<file path="config.mk">
export PLATFORM = sky130hd
export DESIGN_NAME = sprite_fetch
export DESIGN_NICKNAME = d
export VERILOG_FILES = /design/src/rtl/sprite_fetch.sv
export SDC_FILE = /design/constraint.sdc
export NUM_CORES = 1
export LEC_CHECK = 0
export CAP_MARGIN = 20
export CORE_AREA = 2 2 119 121
export CTS_CLUSTER_DIAMETER = 100
export CTS_CLUSTER_SIZE = 12
export DETAILED_ROUTE_END_ITERATION = 12
export DIE_AREA = 0 0 121 123
export MAX_ROUTING_LAYER = met4
export PLACE_DENSITY = 0.76
export SYNTH_ARGS = -nofsm -noshare
export SYNTH_HDL_FRONTEND = slang
export SYNTH_SLANG_ARGS = --single-unit
</file>
<file path="constraint.sdc">
create_clock -name clock -period 5.05 [get_ports clock]
set_input_delay 1.01 -clock clock [delete_from_list [all_inputs] [get_ports clock]]
set_output_delay 1.01 -clock clock [all_outputs]
set_load 0.1 [all_outputs]
</file>
<file path="src/rtl/sprite_fetch.sv">
// sprite_fetch: per-row OAM scanner that feeds visible sprites into the head
// of the sprite_unit chain, lowest OAM index first.
// Optional feature: define SPRITE_OVERFLOW_SCAN_EN to keep scanning past
// MAX_SPRITES and flag sprite_overflow when further visible entries exist.

package sprite_fetch_pkg;

  localparam int unsigned PAT_W = 32;

  typedef struct packed {
    logic [8:0] x;
    logic [1:0] w;
    logic       x_mirror;
    logic [2:0] palette;
    logic       fg_prio;
    logic       bg_prio;
  } sprite_conf_t;

  typedef struct packed {
    logic [PAT_W-1:0] pat;
    sprite_conf_t     conf;
  } sprite_reg_t;

  // OAM word layout, MSB first so y lands in the low byte
  typedef struct packed {
    logic       y_mirror;
    logic       x_mirror;
    logic       bg_prio;
    logic       fg_prio;
    logic [2:0] palette;
    logic [1:0] h;
    logic [1:0] w;
    logic [9:0] tile;
    logic [8:0] x;
    logic [7:0] y;
  } oam_entry_t;

endpackage

module sprite_fetch
  import sprite_fetch_pkg::*;
#(
  parameter int unsigned MAX_SPRITES = 16
) (
  input  logic             clock,
  input  logic             reset_l,
  input  logic             start,
  input  logic             clear,
  input  logic [7:0]       row,
  output logic [5:0]       oam_addr,
  input  logic [37:0]      oam_rddata,
  output logic [14:0]      pat_addr,
  input  logic [PAT_W-1:0] pat_rddata,
  output sprite_reg_t      out,
  output logic             out_valid,
  input  logic             out_ack,
  output logic             busy,
  output logic             done,
  output logic             sprite_overflow
);

  localparam logic [6:0] MAX_CNT  = 7'(MAX_SPRITES);
  localparam logic [5:0] LAST_IDX = 6'd63;

  typedef enum logic [2:0] {
    IDLE,
    SCAN,
    CHECK,
    FETCH,
    LOAD,
    SEND,
    DONE
  } state_t;

  state_t       state;
  logic [7:0]   row_q;
  logic [5:0]   idx;
  logic [6:0]   count;
  sprite_conf_t conf_q;

  oam_entry_t   oam_e;
  logic [7:0]   dy;
  logic [4:0]   span;
  logic [4:0]   prow;
  logic         visible;
  logic         last_idx;
  logic         last_sprite;

`ifdef SPRITE_OVERFLOW_SCAN_EN
  logic         ovf_scan;
`else
  assign sprite_overflow = 1'b0;
`endif

  assign oam_e = oam_entry_t'(oam_rddata);

  // Visibility test and pattern row selection for the entry being checked
  always_comb begin
    dy          = row_q - oam_e.y;
    span        = {oam_e.h, 3'b000};
    visible     = (oam_e.w != 2'd0) && (oam_e.h != 2'd0) && (dy < {3'b000, span});
    // 5-bit arithmetic wraps identically to the full subtraction truncated to 5 bits
    prow        = oam_e.y_mirror ? (span - 5'd1 - dy[4:0]) : dy[4:0];
    last_idx    = (idx == LAST_IDX);
    last_sprite = ((count + 7'd1) == MAX_CNT);
  end

  // Fetch sequencer with registered outputs
  always_ff @(posedge clock or negedge reset_l) begin
    if (!reset_l) begin
      state     <= IDLE;
      row_q     <= '0;
      idx       <= '0;
      count     <= '0;
      conf_q    <= '0;
      oam_addr  <= '0;
      pat_addr  <= '0;
      out       <= '0;
      out_valid <= 1'b0;
      busy      <= 1'b0;
      done      <= 1'b0;
`ifdef SPRITE_OVERFLOW_SCAN_EN
      ovf_scan        <= 1'b0;
      sprite_overflow <= 1'b0;
`endif
    end else if (clear) begin
      state     <= IDLE;
      idx       <= '0;
      count     <= '0;
      out       <= '0;
      out_valid <= 1'b0;
      busy      <= 1'b0;
      done      <= 1'b0;
`ifdef SPRITE_OVERFLOW_SCAN_EN
      ovf_scan        <= 1'b0;
      sprite_overflow <= 1'b0;
`endif
    end else begin
      case (state)
        IDLE: begin
          done <= 1'b0;
          if (start) begin
            row_q    <= row;
            idx      <= '0;
            count    <= '0;
            oam_addr <= '0;
            busy     <= 1'b1;
            state    <= SCAN;
`ifdef SPRITE_OVERFLOW_SCAN_EN
            ovf_scan        <= 1'b0;
            sprite_overflow <= 1'b0;
`endif
          end
        end

        SCAN: begin
          state <= CHECK;
        end

        CHECK: begin
`ifdef SPRITE_OVERFLOW_SCAN_EN
          // Past the sprite limit only look for further hits, never send
          if (ovf_scan) begin
            if (visible) begin
              sprite_overflow <= 1'b1;
            end
            if (last_idx) begin
              done  <= 1'b1;
              state <= DONE;
            end else begin
              idx      <= idx + 6'd1;
              oam_addr <= idx + 6'd1;
              state    <= SCAN;
            end
          end else
`endif
          if (visible) begin
            pat_addr <= {oam_e.tile, prow};
            conf_q   <= '{x:        oam_e.x,
                          w:        oam_e.w,
                          x_mirror: oam_e.x_mirror,
                          palette:  oam_e.palette,
                          fg_prio:  oam_e.fg_prio,
                          bg_prio:  oam_e.bg_prio};
            state    <= FETCH;
          end else if (last_idx) begin
            done  <= 1'b1;
            state <= DONE;
          end else begin
            idx      <= idx + 6'd1;
            oam_addr <= idx + 6'd1;
            state    <= SCAN;
          end
        end

        FETCH: begin
          state <= LOAD;
        end

        LOAD: begin
          out.pat   <= pat_rddata;
          out.conf  <= conf_q;
          out_valid <= 1'b1;
          state     <= SEND;
        end

        SEND: begin
          if (out_valid && out_ack) begin
            out_valid <= 1'b0;
            count     <= count + 7'd1;
            if (last_idx) begin
              done  <= 1'b1;
              state <= DONE;
            end else if (last_sprite) begin
`ifdef SPRITE_OVERFLOW_SCAN_EN
              ovf_scan <= 1'b1;
              idx      <= idx + 6'd1;
              oam_addr <= idx + 6'd1;
              state    <= SCAN;
`else
              done  <= 1'b1;
              state <= DONE;
`endif
            end else begin
              idx      <= idx + 6'd1;
              oam_addr <= idx + 6'd1;
              state    <= SCAN;
            end
          end
        end

        DONE: begin
          done  <= 1'b0;
          busy  <= 1'b0;
          state <= IDLE;
        end

        default: begin
          state <= IDLE;
          busy  <= 1'b0;
          done  <= 1'b0;
        end
      endcase
    end
  end

endmodule

</file>
==> reports/results.tsv, run 1 <==
metric	value	unit
status	completed	
drive_above_1_share	0.151	
portBuffers	155	
nets	685	
first_pass_iters	4	
hold_viol	0	
syn_nets	535	
area_growth	42.7	%
endpoint_kind	flop	
synthAdderAreaFrac	0.0340	
p_leak	3.46	nW
setup_violations	0	
diodes	0	
post-route-period-util	0.807	
synth_top_area_frac	0.532	
first_global_vias	3941	
met1_length	5560	µm
syn_inst	438	
synth-seq-cells	114	
postRouteAntennaNets	0	
cts_root_buf	clkbuf_16	
avgSynthCellArea	12.3	µm²
dieArea	0.0149	mm²
clock_skew	0.00642	ns
synth_cell_types	55	
yosys.area.top_type	dfrtp_1	
synth_top_family_by_area	compound AO/OA/AOI/OAI gates	
synth_area	0.00537	mm²
synth_edf_count	0	
top_layer_used	met4	
max_freq	0.245	GHz
post_cts_buffers	0	
fin_util	0.563	
cp.required	5.35	ns
yosysMostFrequentCell	dfrtp_1	
yosys.area_share.simple	0.0928	
drt_wl_total	12500	µm
synth.area.top_cells	dfrtp_1, mux2_4, a22o_1, ha_1, xnor2_1	
io_pins	157	
hold_buffers	0	
arrival	4.38	ns
grt_pass1_wl	20100	µm
final_max_slew_viol_count	0	
rsz0062_at_grt	no	
yosys_most_used_dff	dfrtp_1	
cp-start-kind	input port	
hold_class	in2async	
cts.sinks	114	
cts_tree	yes	
synth-xor-area-share	0.0261	
grt_usage	0.179	
grt_overflow	0	
clkTransAtPathRegs	0.06	ns
routedWlPerCell	16.0	µm
synthMuxAreaShare	0.127	
maxCapViolations	0	
drtIter0Drc	293	
tns	0	ns
vdd_drop_max	0.320	mV
die_x	121	µm
num_vias	3989	
viasPerCell	5.11	
tightest_slew	1.04	ns
cts_buffers	17	
p_per_area	515	mW/mm²
wl_met3	729	µm
cts_max_path_buffers	2	
antenna_found_initial	0	
layout_min_cycle_time	4.08	ns
total_power	3.94	mW
dp.cells	747	
ys_top_cells_by_count	dfrtp_1, a22o_1, mux2_4, nand2_1, nor2_1	
grt_max_degree	83	
die_height	123	µm
post_layout_nonfiller_instances	781	
cts_htree_levels	4	
dr_wl_met2	6030	µm
drc	0	
dp_hpwl	8650	µm
timing.final.ws_setup	0.974	ns
async_flop_share	1.00	
slew_headroom	0.307	
critPathKind	in2reg	
cts.repair.resized	0	
synth_compound_area_frac	0.150	
critPathMaxFanout	32	
preCtsSetupSlack	0.526	ns
yosysWarningCount	0	
worstSkewPairLatency	0.42	ns
synth_seq_area_share	0.532	
core_area	0.0136	mm²
row_count	43	
gp_congestion	0.827	
start_util	0.394	
==> power by group <==
part	internal, mW	leakage (nW)	switching [mW]
Sequential	1.09	1.57	0.131
Combinational	0.583	1.62	0.994
Clock	0.708	0.273	0.443
Total	2.38	3.46	1.57
==> worst paths after layout <==
kind	startpoint	to	depth (start not counted)	slack (ns)
worst max-delay path	oam_rddata[0]	conf_q[15]	15	0.97
worst min-delay path	reset_l	out[10]	1	0.41
worst max register to register	row_q[0]	conf_q[15]	15	1.62
worst min register to register	conf_q[2]	conf_q[2]	1	0.49
max in group asynchronous	reset_l	row_q[1]	3	3.58
min in group clock	conf_q[2]	conf_q[2]	1	0.49
==> sequential cells by signal (all words and copies together), names as in the netlist <==
signal     cells
count          7
conf_q        17
row_q          8
out_valid      1
state          3
done           1
oam_addr       6
busy           1
out           49
pat_addr      15
idx            6
==> final cells by class <==
type                            instances  area (µm²)
Tap cell                              180         225
Fill cell                            1137        5950
Inverter                               13        48.8
Clock buffer                           19         453
Multi-Input combinational cell        282        2330
Clock inverter                         13         126
Sequential cell                       114        2850
Timing Repair Buffer                  160        1630
==> layout by cell type (no fill, tap or decap), drive strengths merged, types with 4 or more instances in the layout <==
cell / instances
a22o: 49
buf: 6
mux2i: 4
nand2b: 6
clkdlybuf4s50: 154
nor3: 7
nand2: 26
xnor2: 13
clkinv: 4
inv: 17
dfrtp: 114
nand3: 8
ha: 13
a21oi: 13
o21ai: 18
clkbuf: 19
clkinvlp: 4
and3: 4
a31oi: 4
mux2: 45
nor2: 24
nor2b: 5
==> metal layers <==
layer / GRT usage / up-vias
met4: 0.0705 / 0
met2: 0.272 / 131
li1: - / 1890
met3: 0.0512 / 19
met5: - / -
met1: 0.227 / 1949
==> critical path, stage by stage <==
cell and delay [ns]:
clkdlybuf4s50_1 0.49, ha_1 0.15, inv_1 0.04, fa_1 0.42
a21o_1 0.18, a21oi_1 0.16, xnor2_1 0.16, ha_1 0.29
inv_1 0.06, o221ai_1 0.11, a211o_1 0.30, nor3_4 0.22
nand2b_2 0.08, buf_4 0.32, mux2_4 0.37
==> through the flow <==
| stage | hold slack, ns | area, µm² |
|---|---|---|
| detailed placement | 0.481 | 7020 |
| CTS | 0.496 | 7600 |
| global placement | 0.475 | 7020 |
| finish | 0.410 | 7660 |
| global route | 0.399 | 7660 |
| floorplan | 0.462 | 5370 |
==> logic make-up (layout without fill, tap and decap cells) <==
group / count (synthesis) / in the layout
xor+xnor: 16 / 16
simple gates: 97 / 97
buf+inv: 42 / 205
mux: 49 / 49
other cells: 1 / 1
compound gates: 105 / 105
fa+ha+maj: 14 / 14
flops: 114 / 114
No activity file was read; power rests on OpenSTA's default activity.
==> run 2, diff against run 1 <==
--- a/config.mk
+++ b/config.mk
@@ -12,7 +12,7 @@
 export DETAILED_ROUTE_END_ITERATION = 12
 export DIE_AREA = 0 0 121 123
 export MAX_ROUTING_LAYER = met4
-export PLACE_DENSITY = 0.76
+export PLACE_DENSITY = 0.78
 export SYNTH_ARGS = -nofsm -noshare
 export SYNTH_HDL_FRONTEND = slang
 export SYNTH_SLANG_ARGS = --single-unit
==> constraint.sdc (replaced) <==
create_clock -name clock -period 3.3 [get_ports clock]
set_input_delay 0.66 -clock clock [delete_from_list [all_inputs] [get_ports clock]]
set_output_delay 0.66 -clock clock [all_outputs]
set_load 0.1 [all_outputs]
==> reports/results.tsv, run 2 (synthesized netlist as in run 1, its figures left out) <==
metric	value	unit	change
reg2regPathDepth	15		unchanged
postRouteAntennaNets	0		unchanged
max_freq	0.313	GHz	
grt_overflow	0		unchanged
clkTransAtPathRegs	0.05	ns	about the same
p_leak	3.76	nW	+8.7%
final_common_cell	dfrtp_1		
cts_root_buf	clkbuf_16		
dp_hpwl	9110	µm	+5.4%
dr_wl_met2	6300	µm	+4.5%
io_pins	157		unchanged
grt_usage	0.177		-0.00182
vdd_drop_max	0.371	mV	+16%
cts_tree	yes		
post-route-period-util	0.970		
endpoint_kind	flop		
grt_pass1_wl	20000	µm	-0.48%
antenna_found_initial	2		+2
num_vias	4089		+2.5%
viasPerCell	5.09		-0.43%
total_power	6.35	mW	+61%
cts_max_path_buffers	2		unchanged
die_x	121	µm	unchanged
rsz0062_at_grt	no		
worstSkewPairLatency	0.41	ns	about the same
hold_class	in2async		
regMostFlops	out		
row_count	43		unchanged
reg2reg_to	conf_q[14]		
first_pass_iters	6		+2
layout_min_cycle_time	3.20	ns	
clock_skew	0.00652	ns	+0.000104 ns
tightest_slew	0.686	ns	-0.351 ns
portBuffers	155		unchanged
cts.sinks	114		unchanged
drt_wl_total	12900	µm	+2.9%
cts_buffers	17		unchanged
core_area	0.0136	mm²	unchanged
largest_reg_flops	49		unchanged
maxCapViolations	0		unchanged
met1_length	5620	µm	+1.2%
p_per_area	819	mW/mm²	+59%
grt_max_degree	68		-18%
slew_headroom	0.541		+0.234
first_global_vias	4041		+2.5%
regToRegStartpoint	row_q[0]		
start_util	0.394		unchanged
status	completed		
critPathMaxFanout	7		-78%
final_max_slew_viol_count	0		unchanged
top_layer_used	met4		
drc	0		unchanged
tns	0	ns	unchanged
critPathKind	in2reg		
area_growth	44.5	%	
cp.required	3.59	ns	-1.76 ns
drtIter0Drc	192		-34%
cp-start-kind	input port		
drive_above_1_share	0.314		+0.162
die_height	123	µm	unchanged
cts_htree_levels	4		unchanged
critPathLaunch	oam_rddata[2]		
routedWlPerCell	16.0	µm	about the same
gp_congestion	0.876		+6.0%
arrival	3.49	ns	-0.89 ns
crit_end	conf_q[14]		
timing.hold.ws	0.261	ns	-0.148 ns
wl_met3	743	µm	+1.9%
dieArea	0.0149	mm²	unchanged
setup_violations	0		unchanged
r2r_slack	0.18	ns	-1.44 ns
mostFrequentLayoutCells	dfrtp_1, buf_4, clkdlybuf4s50_1, a22o_1, mux2_4		
nets	706		+3.1%
hold_viol	0		unchanged
reg_top3	out (49), conf_q (17), pat_addr (15)		
[run 2: worst min path at each step]
stage                             to
after floorplan                 busy
after global placement        out[2]
after detailed placement     out[13]
after CTS                 conf_q[10]
after global routing         out[12]
final                        out[18]
[run 2: critical path: stages]
cell             delay (ns)
clkdlybuf4s50_1        0.45
inv_1                  0.06
ha_4                   0.24
a21o_1                 0.18
a21oi_2                0.16
xnor2_2                0.14
ha_1                   0.28
inv_2                  0.06
o221ai_2               0.09
a211o_1                0.29
nor3_4                 0.23
nand2b_4               0.14
clkbuf_16              0.20
mux2_4                 0.29
[run 2: final cells by class]
cell class | count | area, µm²
fill | 1135 | 5860
sequential | 114 | 2850
multi-input combinational | 282 | 2380
timing repair buffer | 181 | 1640
clock buffer | 17 | 425
tap | 180 | 225
clock inverter | 15 | 184
inverter | 13 | 48.8
antenna | 2 | 5.00
[run 2: routing by layer]
| layer | global-route usage | up-vias |
|---|---|---|
| met5 | - | - |
| met4 | 0.0603 | 0 |
| met3 | 0.0526 | 17 |
| met2 | 0.282 | 122 |
| met1 | 0.216 | 2010 |
| li1 | - | 1940 |
[run 2: power breakdown]
| part | switching, mW | internal [mW] | leakage, nW |
|---|---|---|---|
| Combinational | 1.59 | 1.03 | 1.90 |
| Clock | 0.670 | 1.19 | 0.290 |
| Sequential | 0.204 | 1.66 | 1.57 |
[run 2: repair_timing]
item / CTS / global route
cloned: 0 / 3
gates resized for setup: 4 / 6
setup buffers: 1 / 1
endpoints found under the hold margin: 0 / 0
hold buffers: 0 / 0
pin swaps: 4 / 6
setup endpoints to repair: 38 / 41
[run 2: metrics by stage]
| stage | area (µm²) | std cells | setup WS, ns | util |
|---|---|---|---|---|
| 2_1_floorplan | 5390 | 438 | 0.0138 | - |
| 3_3_place_gp | 7030 | 765 | -0.495 | 0.517 |
| 3_5_place_dp | 7030 | 765 | -0.531 | 0.517 |
| 4_1_cts | 7650 | 798 | 0.0261 | 0.562 |
| 5_1_grt | 7750 | 804 | 0.00338 | 0.570 |
| 6_report | 7750 | 804 | 0.100 | 0.570 |
